### src/rtl/ram_fifo_ctrl.sv
// Purpose : FIFO controller for a single-port async-read RAM plus a one-word head register (capacity DEPTH+1).
// Latency : write to rd_valid is 2 cycles through the RAM, or 1 cycle with RAM_FIFO_CTRL_BYPASS_EN defined.
// Backpr. : wr_ready drops when the RAM is full or the RAM port is taken by a read; rd_data is held while rd_ready=0.
//
// Ports:
//   clk, rst_n                  clock, asynchronous active-low reset
//   wr_valid/wr_ready/wr_data   upstream write stream
//   rd_valid/rd_ready/rd_data   downstream read stream (rd_data is registered)
//   count                       words held in RAM + head register, 0..DEPTH+1
//   ram_we/ram_addr/ram_din     RAM control and write data
//   ram_dout                    RAM combinational read data
//
// Optional feature macro: RAM_FIFO_CTRL_BYPASS_EN
//   When defined, a write into an empty FIFO whose head slot is free (or being popped)
//   goes straight into the head register without touching the RAM.

module ram_fifo_ctrl #(
  parameter int DATA_W = 8,
  parameter int ADDR_W = 4,
  parameter int DEPTH  = 16
) (
  input  logic              clk,
  input  logic              rst_n,
  input  logic              wr_valid,
  output logic              wr_ready,
  input  logic [DATA_W-1:0] wr_data,
  output logic              rd_valid,
  input  logic              rd_ready,
  output logic [DATA_W-1:0] rd_data,
  output logic [ADDR_W:0]   count,
  output logic              ram_we,
  output logic [ADDR_W-1:0] ram_addr,
  output logic [DATA_W-1:0] ram_din,
  input  logic [DATA_W-1:0] ram_dout
);

  localparam logic [ADDR_W:0]   MEM_FULL = (ADDR_W+1)'(DEPTH);
  localparam logic [ADDR_W-1:0] PTR_LAST = ADDR_W'(DEPTH-1);

  logic [ADDR_W-1:0] wr_ptr, rd_ptr;
  logic [ADDR_W:0]   mem_cnt;
  logic [DATA_W-1:0] oreg;
  logic              oreg_vld;
  logic              prio_wr;

  logic need_fill;
  logic rd_slot;
  logic pop;
  logic wr_hs;
  logic byp_wr;

  assign need_fill = !oreg_vld || rd_ready;
  assign pop       = oreg_vld && rd_ready;
  // prio_wr yields the single RAM port to a waiting writer right after a read took it.
  assign rd_slot   = need_fill && (mem_cnt != '0) && !prio_wr;
  assign wr_ready  = rst_n && (mem_cnt != MEM_FULL) && !rd_slot;
  assign wr_hs     = wr_valid && wr_ready;

`ifdef RAM_FIFO_CTRL_BYPASS_EN
  // Empty RAM and a free head slot: the word skips the RAM entirely.
  assign byp_wr = wr_hs && (mem_cnt == '0) && need_fill;
`else
  assign byp_wr = 1'b0;
`endif

  assign ram_we   = wr_hs && !byp_wr;
  assign ram_addr = rd_slot ? rd_ptr : wr_ptr;
  assign ram_din  = wr_data;

  assign rd_valid = oreg_vld;
  assign rd_data  = oreg;
  assign count    = mem_cnt + {{ADDR_W{1'b0}}, oreg_vld};

  always_ff @(posedge clk or negedge rst_n) begin
    if (!rst_n) begin
      wr_ptr   <= '0;
      rd_ptr   <= '0;
      mem_cnt  <= '0;
      oreg     <= '0;
      oreg_vld <= 1'b0;
      prio_wr  <= 1'b0;
    end else begin
      if (ram_we) begin
        wr_ptr  <= (wr_ptr == PTR_LAST) ? '0 : wr_ptr + 1'b1;
        mem_cnt <= mem_cnt + 1'b1;
      end

      if (rd_slot) begin
        oreg     <= ram_dout;
        oreg_vld <= 1'b1;
        rd_ptr   <= (rd_ptr == PTR_LAST) ? '0 : rd_ptr + 1'b1;
        mem_cnt  <= mem_cnt - 1'b1;
      end else if (byp_wr) begin
        oreg     <= wr_data;
        oreg_vld <= 1'b1;
      end else if (pop) begin
        oreg_vld <= 1'b0;
      end

      if (wr_hs) begin
        prio_wr <= 1'b0;
      end else if (rd_slot && wr_valid) begin
        prio_wr <= 1'b1;
      end
    end
  end

endmodule

### config.mk
export PLATFORM = sky130hd
export DESIGN_NAME = ram_fifo_ctrl
export DESIGN_NICKNAME = d
export VERILOG_FILES = /design/src/rtl/ram_fifo_ctrl.sv
export SDC_FILE = /design/constraint.sdc
export NUM_CORES = 1
export LEC_CHECK = 0
export BUFFER_PORTS_ARGS = -buffer_cell sky130_fd_sc_hd__clkbuf_2
export CAP_MARGIN = 20
export CORE_MARGIN = 1.5
export CORE_UTILIZATION = 25
export DETAILED_ROUTE_END_ITERATION = 10
export GPL_ROUTABILITY_DRIVEN = 0
export GPL_TIMING_DRIVEN = 0
export PLACE_DENSITY = 0.43
export SETUP_SLACK_MARGIN = 0.1
export SLEW_MARGIN = 20
export SYNTH_ARGS = -nofsm -noshare
export SYNTH_HDL_FRONTEND = slang
export SYNTH_SLANG_ARGS = --single-unit
### constraint.sdc
create_clock -name clk -period 3.15 [get_ports clk]
set_input_delay 0.1575 -clock clk [delete_from_list [all_inputs] [get_ports clk]]
set_output_delay 0.1575 -clock clk [all_outputs]
set_load 0.01 [all_outputs]
== After elaboration in Yosys (flattened, before gate mapping) ==
Cells that the tools add are included.

* Register bits after elaboration: 23
* Word-level logic and storage cells: 38

* Mux-type cells: 9
* Add/subtract/negate cells: 5
* Reduce and logical (&&, ||, !) cells: 15
* Equal/unequal tests: 3

{| class="wikitable"
|+ Operators by type and width
! cell !! number
|-
| 4-bit 2-to-1 mux || 3
|-
| 5-bit 2-to-1 mux || 2
|-
| 4-bit by 1-bit adder with 4-bit output (second input constant) || 2
|-
| 4-bit == test (second input constant) || 2
|-
| 1-bit logical AND || 7
|-
| 2-bit nonzero test || 3
|-
| 5-bit by 1-bit adder with 5-bit output || 1
|-
| 5-bit by 1-bit adder with 5-bit output (second input constant) || 1
|-
| 5-bit != test (second input constant) || 1
|-
| 5-bit nonzero test || 1
|-
| 5-bit by 1-bit subtractor with 5-bit output (second input constant) || 1
|-
| 1-bit 2-to-1 mux || 4
|-
| 1-bit zero test || 3
|-
| 1-bit logical OR || 1
|}

== Depth between registers and ports, before layout ==
Gate-level depths: netlist of the first run.

* Depth after elaboration: 9
* Gate-level depth with buffers: 11

== Least setup slack after synthesis of the first run ==
Ideal clock, no wire load.

* Path type: register to register
* Start: register mem_cnt[2]
* End: register mem_cnt[4]
* Data arrival time: 2.350 ns
* Stages on the path, launching flop included: 12
* Path buffers: 1
* Setup slack: 0.713 ns
* Cell sequence: dfrtp_1 -> nor4_4 -> inv_2 -> o21ai_2 -> inv_2 -> buf_2 -> ha_1 -> nand2b_1 -> a21oi_1 -> nand3_1 -> o31a_1 -> o211ai_1

* Longest elaborated chain between the ends: 7
* Elaborated cells on any way between the ends: 13
* Classes of those cells: 2 x add/sub; 1 x eq/ne; 2 x mux; 8 x reduce/logical

{| class="wikitable"
|+ Ends and longest elaborated chain
! what !! line !! text
|-
| start: declaration || 41 || <nowiki>logic [ADDR_W:0] mem_cnt;</nowiki>
|-
| start signal: assignment || 85 || <nowiki>mem_cnt <= mem_cnt + 1'b1;</nowiki>
|-
| start signal: assignment || 92 || <nowiki>mem_cnt <= mem_cnt - 1'b1;</nowiki>
|-
| 5-bit nonzero test (*) || 55 || <nowiki>assign rd_slot = need_fill && (mem_cnt != '0) && !prio_wr;</nowiki>
|-
| 1-bit logical AND (*) (2 in a row) || 55 ||
|-
| named net rd_slot || 47 || <nowiki>logic rd_slot;</nowiki>
|-
| 1-bit zero test || 56 || <nowiki>assign wr_ready = rst_n && (mem_cnt != MEM_FULL) && !rd_slot;</nowiki>
|-
| 1-bit logical AND || 56 ||
|-
| 1-bit logical AND || 57 || <nowiki>assign wr_hs = wr_valid && wr_ready;</nowiki>
|-
| 2-bit nonzero test (no source line) || - ||
|}

Mark *: on every way through the listed nets, which the timed path passes. The rest lies on a longest branch. The select of a mux whose other input is x is not followed.
A chain may end at the register's enable or synchronous reset.

== Worst setup path after layout of the first run ==
* Start: register mem_cnt[0]
* End: register mem_cnt[4]

Same word-level chain as after synthesis.

==> summary.txt, run 1 <==
Power
  – Power density over the cells: 1100 mW/mm2
  – P_sw: 0.782 mW
  – Clk network pwr share: 10.3%
  – Max IR drop VDD: 411 uV
  – Switching part of the total power: 42.6%
  – Sequential power share: 33.1%
  – Combinational share of power: 56.5%
  – P_int: 1.06 mW
  – Cell leakage power: 0.787 nW

Die
  – Die X: 76.1 um
  – Core area: 0.00514 mm2
  – IO Pins: 48
  – Die footprint: 0.00579 mm2
  – Number of cell rows: 26
  – Die height: 76.1 um
  – Initial Util: 26.0%

Logic synthesis
  – Synthesized Nets: 149
  – Mux cell area share after synthesis: 11.8%
  – Main combinational cell family by area after synthesis: compound AO/OA/AOI/OAI gates
  – Post-Synth XOR/XNOR Area: 5.25%
  – Synth Area in Adders: 8.06%
  – Library cells used by synthesis: 34
  – Synth Area in Simple Gates: 10.9%
  – Yosys reg bits: 23
  – Top FF cell, synth: dfrtp_1
  – Synth async-reset ratio: 100%
  – Cell taking the most area after synthesis: dfrtp_1
  – Post-synth EDFFs: 0
  – Post-synthesis cell count: 121
  – Share of the synthesized area in the top cell type: 43.1%
  – Syn avg cell area: 11.0 um2
  – Syn Std Cell Area: 0.00134 mm2
  – Synth Area in Compound Gates: 12.9%
  – Register area share after synthesis: 43.1%
  – Yosys warns: 0
  – Main area contributors after synthesis: dfrtp_1 (43%), mux2_2 (12%), ha_1 (6.6%)

Worst setup path
  – Critical path class: flip-flop to flip-flop
  – R2r startpoint: mem_cnt[0]
  – Startpoint types: flip-flop
  – Critical Path, Cell by Cell: nor4_4 > inv_2 > o21ai_2 > inv_2 > buf_2 > ha_1 > nand2b_1 > a21oi_1 > nand3_1 > o31a_1 > o211ai_1
  – WP data required: 3.34 ns
  – Arrival @ worst endpoint: 2.95 ns
  – CP Capture Type: flip-flop
  – Slowest cell on the critical path: nor4_4
  – Slowest stage delay, CP: 0.48 ns
  – Cell repeated most along the worst path: inv_2
  – Crit-path max FO: 12
  – Top delay family on crit path: compound AO/OA/AOI/OAI gates
  – Bufs and invs on worst path: 3
  – Critical Path Source: mem_cnt[0]

Global routing
  – Global-route wire length before repair: 4490 um
  – Initial antenna violation count: 0
  – Largest net degree at the start of global routing: 27
  – Total GRT Usage: 9.57%
  – Vias in the first global route: 999
  – Grt total ovfl: 0

Job
  – Maxcap violations: 0

STA
  – Clock skew: 0.00163 ns
  – Slew @ Worst Pin: 0.610 ns
  – Fin crit share: 87.6%
  – Final hold slack: 0.119 ns
  – Rel. slew slack: 59.4%
  – F_max: 363 MHz
  – RSZ-0062 raised after global routing: false
  – Setup TNS: 0 ns
  – Final hold vios: 0
  – Final setup viols: 0
  – Count of final max-slew check failures: 0
  – Crit path time final: 2.76 ns

Worst hold path
  – Min-Delay Path Class: primary input to flip-flop
  – Hold Path Origin: ram_dout[5]

Detailed routing
  – Via density: 4.34
  – Routed WL per cell: 10.9 um
  – Antenna-violating nets left: 0
  – Number of DRC markers in iteration 0: 14
  – Via count: 1,019
  – Routed wire length: 2560 um
  – DRT Pass-1 Iters: 2
  – DR DRC count: 0

Clocking
  – PostCTS Resize Cnt: 0
  – Total CTS buffers: 3
  – Clock tree from TritonCTS: done
  – CTS clk-pin slew, worst paths: 0.09 ns
  – H-tree depth: 1
  – CTS Sinks: 23
  – Root Buffer: clkbuf_8
  – Max clock buf depth: 2
  – Worst skew pair latency: 0.26 ns
  – Post CTS Setup Buffer Count: 0

Placed design
  – IO buf count: 39
  – Hpwl dp: 1970 um

Layout
  – Most frequent cells in the layout: clkbuf_2 (39), dfrtp_1 (23), mux2_2 (14)
  – Number of nets in the layout: 194
  – # diodes: 0
  – Synthesis-to-finish area growth: 25.6%
  – Layout cells sized above 1: 45.5%
  – # fillers: 557
  – Most common cell after layout, fill and taps aside: clkbuf_2

Run status
  – Status: complete, no violations
[through the flow]
stage	cells	setup slack (ns)	util [%]	total power [mW]	cell area [um2]
after floorplan	121	0.713	-	1.36	1340
after global placement	230	0.382	31.5	1.65	1620
after detailed placement	230	0.369	31.5	1.68	1620
after CTS	235	0.344	32.6	1.88	1680
after global routing	235	0.113	32.6	2.03	1680
final	235	0.392	32.6	1.84	1680
[cell usage after synthesis (2+ instances only)]
| cell | number |
|---|---|
| dfrtp_1 | 23 |
| mux2_2 | 14 |
| buf_4 | 8 |
| nand2_1 | 8 |
| ha_1 | 7 |
| o21ai_0 | 6 |
| a21oi_1 | 5 |
| inv_1 | 5 |
| nand3_1 | 5 |
| nor2_1 | 5 |
| xnor2_1 | 5 |
| a21o_1 | 3 |
| xor2_1 | 3 |
| inv_2 | 2 |
| o211ai_1 | 2 |
| or2_2 | 2 |
[registers in the layout, indices dropped and copies added (netlist names)]
| signal | flops |
|---|---|
| rd_data | 8 |
| rd_ptr | 4 |
| mem_cnt | 5 |
| wr_ptr | 4 |
| rd_valid | 1 |
| prio_wr | 1 |
[logic make-up after synthesis]
kind of cell	after synthesis
DFF	23
xor gates and xnor gates	8
AOI/OAI and AO/OA	23
and+or+nand+nor	27
buffers and inverters	18
muxes	14
adders and majority gates	8
[per-layer routing]
metal	part of all wire (%)	vias up	global-route usage, %
met5	0	-	0
met4	0.90	0	3.33
met3	4.4	2	2.40
met2	50	25	17.2
met1	45	484	11.0
li1	-	508	-
[power by group through the flow]
stage | Combinational [mW] | Clock (mW) | Sequential, mW
after detailed placement | 1.06 | 0 | 0.620
after global placement | 1.03 | 0 | 0.611
after CTS | 1.06 | 0.199 | 0.613
after floorplan | 0.750 | 0 | 0.613
after global routing | 1.17 | 0.213 | 0.640
final | 1.04 | 0.190 | 0.609
[final timing paths]
kind	to	slack (ns)	cells after the start
min reg2reg	rd_data[1]	0.52	1
min	rd_data[5]	0.12	2
max in group asynchronous	rd_ptr[3]	2.32	2
min in group asynchronous	rd_data[1]	0.43	2
max	mem_cnt[4]	0.39	11
max reg2reg	mem_cnt[4]	0.39	11
[repair_timing]
item,in CTS,in global routing
hold buffers,1,0
setup endpoints to repair,0,1
hold endpoints to repair,23,0
[final cells by class]
type                            count  area, um2  area share, %
Inverter                            7       26.3           1.57
Clock inverter                      1       7.51          0.448
Sequential cell                    23        576           34.3
Multi-Input combinational cell     80        653           39.0
Tap cell                           70       87.6           5.22
Clock buffer                        3       41.3           2.46
Timing Repair Buffer               40        205           12.2
Buffer                             11       80.1           4.78
Power figures use the tool's default switching activity.
==> run 2: changes to the inputs <==
--- a/config.mk
+++ b/config.mk
@@ -11,7 +11,6 @@
 export CORE_UTILIZATION = 25
 export DETAILED_ROUTE_END_ITERATION = 10
 export GPL_ROUTABILITY_DRIVEN = 0
-export GPL_TIMING_DRIVEN = 0
 export PLACE_DENSITY = 0.43
 export SETUP_SLACK_MARGIN = 0.1
 export SLEW_MARGIN = 20
==> summary.txt, run 2 (synthesized netlist as in run 1, its figures left out) <==
Placed design
  – Hpwl dp: 1800 um (-8.6%)
  – Setup Slack @ Placement: 0.401 ns (+0.0328 ns)
  – IO buf count: 31 (-21%)

Detailed routing
  – DRT Pass-1 Iters: 4 (+2)
  – DR DRC count: 0 (unchanged)
  – Via count: 923 (-9.4%)
  – Antenna-violating nets left: 0 (unchanged)
  – Routed WL per cell: 11.4 um (+4.2%)
  – Number of DRC markers in iteration 0: 39 (+25)
  – Routed wire length: 2470 um (-3.7%)
  – Via density: 4.25 (-1.9%)

Die
  – Initial Util: 26.0% (unchanged)
  – IO Pins: 48 (unchanged)
  – Die footprint: 0.00579 mm2 (unchanged)
  – Core area: 0.00514 mm2 (unchanged)
  – Die X: 76.1 um (unchanged)
  – Number of cell rows: 26 (unchanged)
  – Die height: 76.1 um (unchanged)

Clocking
  – Worst skew pair latency: 0.26 ns (about the same)
  – H-tree depth: 1 (unchanged)
  – CTS Sinks: 23 (unchanged)
  – Clock tree from TritonCTS: done
  – CTS clk-pin slew, worst paths: 0.08 ns (about the same)
  – Root Buffer: clkbuf_8
  – Total CTS buffers: 3 (unchanged)
  – Max clock buf depth: 2 (unchanged)
  – PostCTS Resize Cnt: 0 (unchanged)

Layout
  – Most common cell after layout, fill and taps aside: clkbuf_2
  – Max reg flops: 8 (unchanged)
  – Most frequent cells in the layout: clkbuf_2 (31), dfrtp_1 (23), mux2_2 (14)
  – Multi-input gate area: 653 um2 (unchanged)
  – # fillers: 545 (-2.2%)
  – # diodes: 0 (unchanged)
  – Register Area: 576 um2 (unchanged)
  – Layout cells sized above 1: 39.5% (-6.0 points)
  – Synthesis-to-finish area growth: 17.0%
  – Number of nets in the layout: 176 (-9.3%)

STA
  – Setup TNS: 0 ns (unchanged)
  – Slew @ Worst Pin: 0.502 ns (-0.108 ns)
  – Rel. slew slack: 66.5% (+7.1 points)
  – Clock skew: 0.00145 ns (-0.000184 ns)
  – Final hold vios: 0 (unchanged)
  – Fin crit share: 86.9% (-0.65 points)
  – Fin worst setup slack: 0.412 ns (+0.0206 ns)
  – Count of final max-slew check failures: 0 (unchanged)
  – RSZ-0062 raised after global routing: false
  – Crit path time final: 2.74 ns (-0.0206 ns)
  – F_max: 365 MHz (+0.75%)
  – Final setup viols: 0 (unchanged)

Worst hold path
  – Min-Delay Path Class: primary input to flip-flop

Global routing
  – Vias in the first global route: 914 (-8.5%)
  – Initial antenna violation count: 0 (unchanged)
  – Largest net degree at the start of global routing: 27 (unchanged)
  – Total GRT Usage: 9.20% (-0.37 points)
  – Grt total ovfl: 0 (unchanged)
  – Global-route wire length before repair: 4310 um (-4.1%)

Worst setup path
  – CP Capture Type: flip-flop
  – Arrival @ worst endpoint: 2.92 ns (-0.03 ns)
  – Critical path class: flip-flop to flip-flop
  – WP data required: 3.34 ns (about the same)
  – Startpoint types: flip-flop
  – Crit-path max FO: 22 (+10)

Power
  – Power density over the cells: 1150 mW/mm2 (+5.1%)
  – Max IR drop VDD: 433 uV (+5.1%)
  – Pwr Total: 1.80 mW (-2.1%)
  – Cell leakage power: 0.712 nW (-9.5%)

Job
  – Maxcap violations: 0 (unchanged)

Run status
  – Status: complete, no violations
-- run 2: cell types whose count changed in the layout (fill, tap and decap cells not counted) --
cell and delta:
buf_2 -1, buf_4 -7, buf_6 -1, clkbuf_1 -1, clkbuf_2 -8, clkinv_2 +1, clkinvlp_4 -1
-- run 2: report_power, final --
part / internal, mW / switching (mW) / total (mW)
logic: 0.486 / 0.500 / 0.986
clock network: 0.0883 / 0.0966 / 0.185
registers: 0.451 / 0.175 / 0.627
-- run 2: final cells by class --
type | instances | area share, %
Multi-Input combinational cell | 80 | 41.8
Inverter | 7 | 1.68
Sequential cell | 23 | 36.9
Tap cell | 70 | 5.61
Clock inverter | 1 | 0.321
Clock buffer | 3 | 2.64
Timing Repair Buffer | 33 | 11.1
-- run 2: final timing paths --
| check | from | to | slack [ns] | depth (start not counted) |
|---|---|---|---|---|
| min in group asynchronous | rst_n | rd_data[1] | 0.40 | 3 |
| worst max-delay path | mem_cnt[2] | mem_cnt[4] | 0.41 | 10 |
| worst min register to register | rd_ptr[3] | rd_ptr[3] | 0.51 | 1 |
| worst min-delay path | ram_dout[7] | rd_data[7] | 0.12 | 2 |
| max in group asynchronous | rst_n | wr_ptr[0] | 2.50 | 3 |
| worst max register to register | mem_cnt[2] | mem_cnt[4] | 0.41 | 10 |
-- run 2: repair_timing --
item                                   CTS  global route
endpoints found under the hold margin   23             0
hold buffers                             1             0
buffers inserted                         0             0
-- run 2: critical path: stages (launching register included) --
cell      delay (ns)
dfrtp_1         0.47
nor4_4          0.49
inv_2           0.11
o21ai_2         0.23
inv_2           0.24
ha_1            0.40
nand2b_1        0.07
a21oi_1         0.25
nand3_1         0.14
o31a_1          0.12
o211ai_1        0.14
-- run 2: per-stage QoR --
step	area, um2	util [%]	hold slack, ns	cells
6_report	1560	30.4	0.122	217
5_1_grt	1560	30.4	0.116	217
4_1_cts	1560	30.4	0.111	217
3_5_place_dp	1510	29.3	0.171	212
3_3_place_gp	1510	29.3	0.166	212
2_1_floorplan	1340	-	-0.138	121
-- run 2: per-layer routing --
| layer | track usage, % | part of all wire (%) |
|---|---|---|
| met1 | 11.3 | 45 |
| met2 | 15.0 | 48 |
| met3 | 3.47 | 5.4 |
| met4 | 2.78 | 1.2 |
| met5 | 0 | 0 |
